[src/rtl/uart_pkg.sv]
// Shared types and constants for the UART transmit path.
package uart_pkg;

  // Transmit FSM states; PARITY is only visited when UART_TX_PARITY_EN is defined.
  typedef enum logic [2:0] {
    IDLE,
    START,
    DATA,
    PARITY,
    STOP
  } tx_state_t;

  localparam int unsigned UART_DATA_BITS  = 8;
  localparam int unsigned UART_OVERSAMPLE = 16;

  // Counter width able to hold 0..n-1, never narrower than one bit.
  function automatic int unsigned tick_cnt_width(input int unsigned n);
    return (n <= 2) ? 1 : $clog2(n);
  endfunction

endpackage

[src/rtl/uart_tx_serializer.sv]
// UART transmit serializer: accepts a word over valid/ready and shifts it out
// as start, data (LSB first), optional parity and stop bits. Bit timing comes
// only from the oversampling Tick input (OVERSAMPLE Ticks per bit).
// Optional parity bit: define UART_TX_PARITY_EN.
module uart_tx_serializer
  import uart_pkg::*;
#(
  parameter int unsigned DATA_BITS  = UART_DATA_BITS,
  parameter int unsigned OVERSAMPLE = UART_OVERSAMPLE,
  parameter int unsigned STOP_BITS  = 1
) (
  input  logic                 Clk,
  input  logic                 Rst_n,
  input  logic                 Tick,
  input  logic [DATA_BITS-1:0] TxData,
  input  logic                 TxValid,
`ifdef UART_TX_PARITY_EN
  input  logic                 ParityOdd,
`endif
  output logic                 TxReady,
  output logic                 Tx,
  output logic                 TxBusy,
  output logic                 TxDone
);

  localparam int unsigned TickW = tick_cnt_width(OVERSAMPLE);
  localparam int unsigned BitW  = tick_cnt_width(DATA_BITS);

  localparam logic [TickW-1:0] TickLast = TickW'(OVERSAMPLE - 1);
  localparam logic [BitW-1:0]  BitLast  = BitW'(DATA_BITS - 1);
  localparam logic [BitW-1:0]  StopLast = BitW'(STOP_BITS - 1);

  tx_state_t            r_state;
  logic [TickW-1:0]     r_tick_cnt;
  // Counts data bits in DATA and stop bits in STOP.
  logic [BitW-1:0]      r_bit_cnt;
  logic [DATA_BITS-1:0] r_shreg;
`ifdef UART_TX_PARITY_EN
  logic                 r_parity;
`endif

  logic w_bit_end;

  // Current serial bit finishes on this Tick.
  assign w_bit_end = Tick && (r_tick_cnt == TickLast);

  // Frame sequencer with registered line and handshake outputs.
  always_ff @(posedge Clk or negedge Rst_n) begin
    if (!Rst_n) begin
      r_state    <= IDLE;
      r_tick_cnt <= '0;
      r_bit_cnt  <= '0;
      r_shreg    <= '0;
`ifdef UART_TX_PARITY_EN
      r_parity   <= 1'b0;
`endif
      Tx         <= 1'b1;
      TxReady    <= 1'b1;
      TxBusy     <= 1'b0;
      TxDone     <= 1'b0;
    end else begin
      TxDone <= 1'b0;

      // Ticks are only counted inside a frame; the handshake cycle is IDLE, so
      // a Tick coinciding with it is dropped.
      if ((r_state != IDLE) && Tick) begin
        r_tick_cnt <= w_bit_end ? '0 : r_tick_cnt + 1'b1;
      end

      unique case (r_state)
        IDLE: begin
          if (TxValid && TxReady) begin
            r_shreg    <= TxData;
`ifdef UART_TX_PARITY_EN
            r_parity   <= (^TxData) ^ ParityOdd;
`endif
            r_tick_cnt <= '0;
            r_bit_cnt  <= '0;
            r_state    <= START;
            Tx         <= 1'b0;
            TxBusy     <= 1'b1;
            TxReady    <= 1'b0;
          end
        end

        START: begin
          if (w_bit_end) begin
            r_state <= DATA;
            Tx      <= r_shreg[0];
          end
        end

        DATA: begin
          if (w_bit_end) begin
            if (r_bit_cnt == BitLast) begin
              r_bit_cnt <= '0;
`ifdef UART_TX_PARITY_EN
              r_state   <= PARITY;
              Tx        <= r_parity;
`else
              r_state   <= STOP;
              Tx        <= 1'b1;
`endif
            end else begin
              r_bit_cnt <= r_bit_cnt + 1'b1;
              r_shreg   <= r_shreg >> 1;
              Tx        <= r_shreg[1];
            end
          end
        end

`ifdef UART_TX_PARITY_EN
        PARITY: begin
          if (w_bit_end) begin
            r_state <= STOP;
            Tx      <= 1'b1;
          end
        end
`endif

        STOP: begin
          if (w_bit_end) begin
            if (r_bit_cnt == StopLast) begin
              r_bit_cnt <= '0;
              r_state   <= IDLE;
              TxDone    <= 1'b1;
              TxBusy    <= 1'b0;
              TxReady   <= 1'b1;
            end else begin
              r_bit_cnt <= r_bit_cnt + 1'b1;
            end
          end
        end

        default: begin
          r_state <= IDLE;
          Tx      <= 1'b1;
          TxBusy  <= 1'b0;
          TxReady <= 1'b1;
        end
      endcase
    end
  end

endmodule

[config.mk]
export PLATFORM = sky130hd
export DESIGN_NAME = uart_tx_serializer
export DESIGN_NICKNAME = d
export VERILOG_FILES = /design/src/rtl/uart_pkg.sv /design/src/rtl/uart_tx_serializer.sv
export SDC_FILE = /design/constraint.sdc
export NUM_CORES = 1
export LEC_CHECK = 0
export ABC_AREA = 1
export CAP_MARGIN = 0
export CORE_ASPECT_RATIO = 1.1
export CORE_MARGIN = 2
export CORE_UTILIZATION = 54
export DETAILED_ROUTE_END_ITERATION = 10
export GPL_TIMING_DRIVEN = 0
export MAX_ROUTING_LAYER = met4
export PLACE_DENSITY = 0.78
export SLEW_MARGIN = 40
export SYNTH_ARGS = -nofsm -noshare
export SYNTH_HDL_FRONTEND = slang
export SYNTH_SLANG_ARGS = --single-unit
export TNS_END_PERCENT = 50
[constraint.sdc]
create_clock -name Clk -period 1.6 [get_ports Clk]
set_input_delay 0.48 -clock Clk [delete_from_list [all_inputs] [get_ports Clk]]
set_output_delay 0.48 -clock Clk [all_outputs]
set_load 0.01 [all_outputs]
# Yosys cells after proc, flatten, opt, wreduce, memory -nomap -nowiden

Cells that the tools add are included.

Bitwise operators: 2
Div/mod/pow operators: 0
Magnitude comparators: 0
Shift-type cells: 0
Equal/unequal tests: 12
Reduce and logical (&&, ||, !) cells: 14
Add/sub/neg operators: 2
Mux-type cells: 36
$mul: 0

Operators with widths:

| kind                                                 | count |
|---|---|
| two-way mux 3 bit                                    | 11 |
| two-way mux 8 bit                                    | 3 |
| two-way mux 4 bit                                    | 4 |
| case mux 8 bit (2 select lines)                      | 1 |
| AND reduction 4 bit                                  | 4 |
| inequality test 2 bit (second input constant)        | 7 |
| two-way mux 1 bit                                    | 12 |
| case mux 3 bit (4 select lines)                      | 1 |
| case mux 3 bit (3 select lines)                      | 1 |
| equality test 3 bit (second input constant)          | 2 |
| logical NOT 3 bit                                    | 2 |
| case mux 1 bit (3 select lines)                      | 2 |
| AND reduction 6 bit                                  | 1 |
| nonzero test 3 bit                                   | 2 |
| adder 4 x 1 -> 4 bit (second input constant)         | 1 |
| equality test 4 bit (second input constant)          | 1 |
| case mux 1 bit (4 select lines)                      | 1 |
| adder 3 x 1 -> 3 bit (second input constant)         | 1 |
| equality test 3 x 1 -> 1 bit (second input constant) | 1 |
| equality test 3 x 2 -> 1 bit (second input constant) | 1 |
| logical AND 1 bit                                    | 3 |
| inverter 1 bit                                       | 2 |
| nonzero test 2 bit                                   | 1 |
| OR reduction 2 bit                                   | 1 |

Memory bits (writable): 0
Memories kept: 0
Bits in read-only memories: 0
Bits in latches: 0
Register bits: 22
Output and inout bits: 4
Logic and storage cells: 74

# Depth between registers and ports, before layout

Gate-level depths: netlist of run 1.

Word-level depth: 6
Depth in mapped cells: 9
Gate-level depth less buffers: 9

# Least setup slack after synthesis of run 1

OpenSTA, ideal clock, no wires.

Path kind: register to register
Start: register r_bit_cnt[0]
End: register r_shreg[7]
Path slack: 227 ps
Buffers on the path: 0
Cell stages (with the launch flop): 7
Arrival time: 1,256 ps
Cells stage by stage: dfrtp_1 > ha_1 > ha_1 > o21ai_4 > nand2_4 > nand2_1 > nand2_1

Word-level cells in the longest chain between the ends: 3

RTL lines:

| what                                   | RTL line                  | RTL |
|---|---|---|
| start, declared                        | uart_tx_serializer.sv:36  | `logic [BitW-1:0] r_bit_cnt;` |
| start signal, assigned                 | uart_tx_serializer.sv:105 | `r_bit_cnt <= r_bit_cnt + 1'b1;` |
| start signal, assigned                 | uart_tx_serializer.sv:130 | `r_bit_cnt <= r_bit_cnt + 1'b1;` |
| equality test 3 bit                    | uart_tx_serializer.sv:95  | `if (r_bit_cnt == BitLast) begin` |
| inequality test 2 bit (no source line) | n/a                       |  |
| AND reduction 4 bit (no source line)   | n/a                       |  |
| end signal, assigned                   | uart_tx_serializer.sv:73  | `r_shreg <= TxData;` |
| end signal, assigned                   | uart_tx_serializer.sv:106 | `r_shreg <= r_shreg >> 1;` |
| end, declared                          | uart_tx_serializer.sv:37  | `logic [DATA_BITS-1:0] r_shreg;` |

No other way between the ends.
A chain may end at the register's enable or synchronous reset.

# Worst setup path after layout of run 1

Start: register Tx
End: output port Tx

RTL lines:

| what                   | RTL line                  | RTL |
|---|---|---|
| start, declared        | uart_tx_serializer.sv:21  | `output logic Tx,` |
| start signal, assigned | uart_tx_serializer.sv:89  | `Tx <= r_shreg[0];` |
| start signal, assigned | uart_tx_serializer.sv:107 | `Tx <= r_shreg[1];` |

No word-level cell between the ends.

==> results.md, run 1 <==
* Status: finished, final reports clean
* Initial antenna violation count at 0
* Post-DRT Antenna Nets at 0
* DP Area at ~0.0015 mm2
* Pwr/cell area at roughly 1700 mW/mm2
* Gp weighted congestion at 0.878
* Internal cell power at roughly 1600 uW
* Vias in the first global route at between 1000 and 1500
* Highest Clock Rate at around 640 MHz
* Iter 0 DRT Violations at 40
* Reg clk slew, reported paths at 130 ps
* Max incr delay on CP at ~550 ps
* Worst path top cell family by delay: flip-flops
* Drt total wl at around 2700 um
* Final Critical Period at 1560 ps
* CTS root buf: clkbuf_4
* # rows at 18
* Fillers at between 150 and 200
* # setup viols final at 0
* Die Ht at ~55 um
* Type of the worst min-delay path: input port to asynchronous set/reset pin
* CP Cell Sequence: clkdlybuf4s15_1
* #FFs+latches synth at 22
* DRT Pass-1 Iters at 4
* Crit start category: register
* Largest net degree at the start of global routing at 23
* Critical path arrival at between 1000 and 1500 ps
* Sink Count at 22
* Clock power frac at ~16%
* Die W at between 50 and 60 um
* Sequential area share after synthesis at between 40% and 50%
* Simple-gate share of the synthesized area at 39.5%
* Largest family of logic cells by synthesized area: simple AND/OR/NAND/NOR gates
* Adder-cell area share of the yosys netlist at between 4 and 5%
* Mux contribution to synthesized area at 0%
* Sw Pwr at between 1000 and 1500 uW
* Max_cap viols at 0
* CP bufs+invs at 1
* Sequential cell fraction of total power at 34.7%
* Core area at 0.00225 mm2
* Syn Nets at 185
* Worst slew margin at roughly two thirds
* Synth top area cells: dfrtp_1 (39%), nand2_1 (19%), nand3_1 (7.0%), ha_1 (4.9%), inv_1 (4.4%)
* Synth Area in XOR/XNOR at 0%
* Drt wl/cell at 12.2 um
* Post-route clock period utilization at just under 100%
* Worst-Margin Slew at 499 ps
* Final clock skew at 6.75 ps
* Num CTS Buffers at 3
* Fin. max-slew vios at 0
* Ant. Diodes at 0
* Worst slack, placed at -421 ps
* Max clock buf depth at 2
* Leakage at approximately 0.00084 uW
* Avg Cell Area, Syn at about 7.7 um2
* Post-layout util at between 70% and 80%
* Boundary Pins at 16
* Worst-skew pair later-pin latency at 310 ps
* Peak supply drop at roughly 0.0010 V
* Worst-path fanout max at 2
* PortBufs at 15
* Combinational power share at 49.6%
* Compound-Gate Fraction of Synth Area at under 10%
* Mapped Area at 0.00129 mm2
* Final nets at ~210
* Critical Path RT at about 1100 ps
* Setup_tns at 0 ps
* YS warnings at 0
* CTS tree: yes
* Remaining DRCs at 0
* Die area at between 0.002 and 0.003 mm2
* Setup ws final at about 38 ps
* Post-Syn Instances at 168
* Layout Area Growth over Synthesis at 23.1%
* Sw frac at 42.1%
* Cell type with the largest total area after synthesis: dfrtp_1
* Worst setup EP type: output pin
* H-tree Lvls at 1
* GRT Overall Usage at about a fifth
* First-pass GRT wire length at about 4600 um
* Vias per inst at between 5 and 6
* Setup CP Type: register to output pin
* Design area at roughly 0.0016 mm2
* Slowest CP cell: dfstp_2
* Layout cells sized above 1 at roughly 18%
* Final HPWL DP at about 1800 um
* Final Hold Fails at 0
* Vias at roughly 1200
* Yosys top cell area share at 38.9%
* Unique cell type count in the Yosys netlist at 20
* Overflow after GRT at 0
* Initial Utilization at roughly 57%
[kinds of logic (layout without fill, tap and decap cells)]
group / count (synthesis) / after routing
AO/OA/AOI/OAI: 13 / 13
adder cells (fa/ha/maj): 5 / 5
buffers and inverters: 17 / 43
flip-flops: 22 / 22
AND/OR/NAND/NOR: 111 / 111
[cells in the mapped netlist, drive strengths merged]
master and number:
a21boi 1, a21oi 2, buf 1, dfrtp 20, dfstp 2, ha 5
inv 16, nand2 74, nand3 18, nand4 4, nor2 13, nor3 1
o21ai 9, o21bai 1, or2 1
[metal layers]
| metal | up-vias | global-route usage (%) | share of wire (%) |
|---|---|---|---|
| met5 | - | - | 0 |
| met4 | 0 | 7.72 | 0.99 |
| met3 | 4 | 3.51 | 6.1 |
| met2 | 45 | 36.3 | 50 |
| met1 | 557 | 25.4 | 42 |
| li1 | 586 | - | - |
[state kept, by name (all words and copies together) (netlist names)]
| signal | count |
|---|---|
| r_bit_cnt | 3 |
| TxReady | 1 |
| r_state | 3 |
| r_tick_cnt | 4 |
| Tx | 1 |
| TxDone | 1 |
| TxBusy | 1 |
| r_shreg | 8 |
[power by group through the flow]
| stage | clock (uW) | sequential (uW) | combinational [uW] |
|---|---|---|---|
| 2_1_floorplan | 0 | 937 | 929 |
| 3_3_place_gp | 0 | 945 | 1180 |
| 3_5_place_dp | 0 | 958 | 1220 |
| 4_1_cts | 433 | 944 | 1210 |
| 5_1_grt | 455 | 979 | 1550 |
| 6_report | 430 | 951 | 1360 |
[cells in the final DEF (no fill, tap or decap), drive strengths merged, types with 2 or more instances in the layout]
cell type / netlist / final
dlygate4sd2: 0 / 2
o21ai: 9 / 9
nand2: 74 / 74
nand4: 4 / 4
inv: 16 / 16
ha: 5 / 5
nand3: 18 / 18
dfrtp: 20 / 20
buf: 1 / 9
dfstp: 2 / 2
clkdlybuf4s50: 0 / 10
a21oi: 2 / 2
clkbuf: 0 / 4
nor2: 13 / 13
[repair_timing]
| action | CTS | global route |
|---|---|---|
| endpoints found under the setup margin | 19 | 16 |
| gates resized for setup | 8 | 9 |
| pin swaps | 0 | 3 |
| gates cloned | 0 | 0 |
| setup buffers | 0 | 7 |
| hold buffers | 0 | 0 |
[final timing paths]
| kind | start | to | slack [ps] | cells after the start |
|---|---|---|---|---|
| worst min-delay path | Rst_n | r_shreg[7] | 120 | 1 |
| worst max-delay path | Tx | Tx | 40 | 1 |
| max in group asynchronous | Rst_n | r_state[2] | 1120 | 1 |
| worst max register to register | r_tick_cnt[0] | r_state[1] | 150 | 8 |
| min in group Clk | Tx | Tx | 480 | 2 |
| worst min register to register | Tx | Tx | 480 | 2 |
[area by class of cell]
| cell class | count | area [um2] | share of cell area (%) |
|---|---|---|---|
| inverter | 16 | 60.1 | 3.79 |
| multi-input combinational | 129 | 676 | 42.6 |
| clock inverter | 1 | 30.0 | 1.89 |
| timing repair buffer | 22 | 194 | 12.2 |
| buffer | 1 | 11.3 | 0.710 |
| clock buffer | 3 | 22.5 | 1.42 |
| sequential | 22 | 554 | 35.0 |
| tap | 30 | 37.5 | 2.37 |
[stage by stage]
| step | cells | power [uW] | hold slack (ps) |
|---|---|---|---|
| CTS | 217 | 2590 | 130 |
| finish | 224 | 2740 | 117 |
| global route | 224 | 2980 | 142 |
| global placement | 213 | 2130 | 453 |
| detailed placement | 213 | 2180 | 461 |
| floorplan | 168 | 1870 | 184 |
Power figures use the tool's default switching activity.
==> inputs of run 2 (changes only) <==
- ABC_CLOCK_PERIOD_IN_PS: not set -> 1600
- CTS_CLUSTER_SIZE: not set -> 16
==> results of run 2 <==
The final DEF is identical to that of run 1; final timing and power are the same.
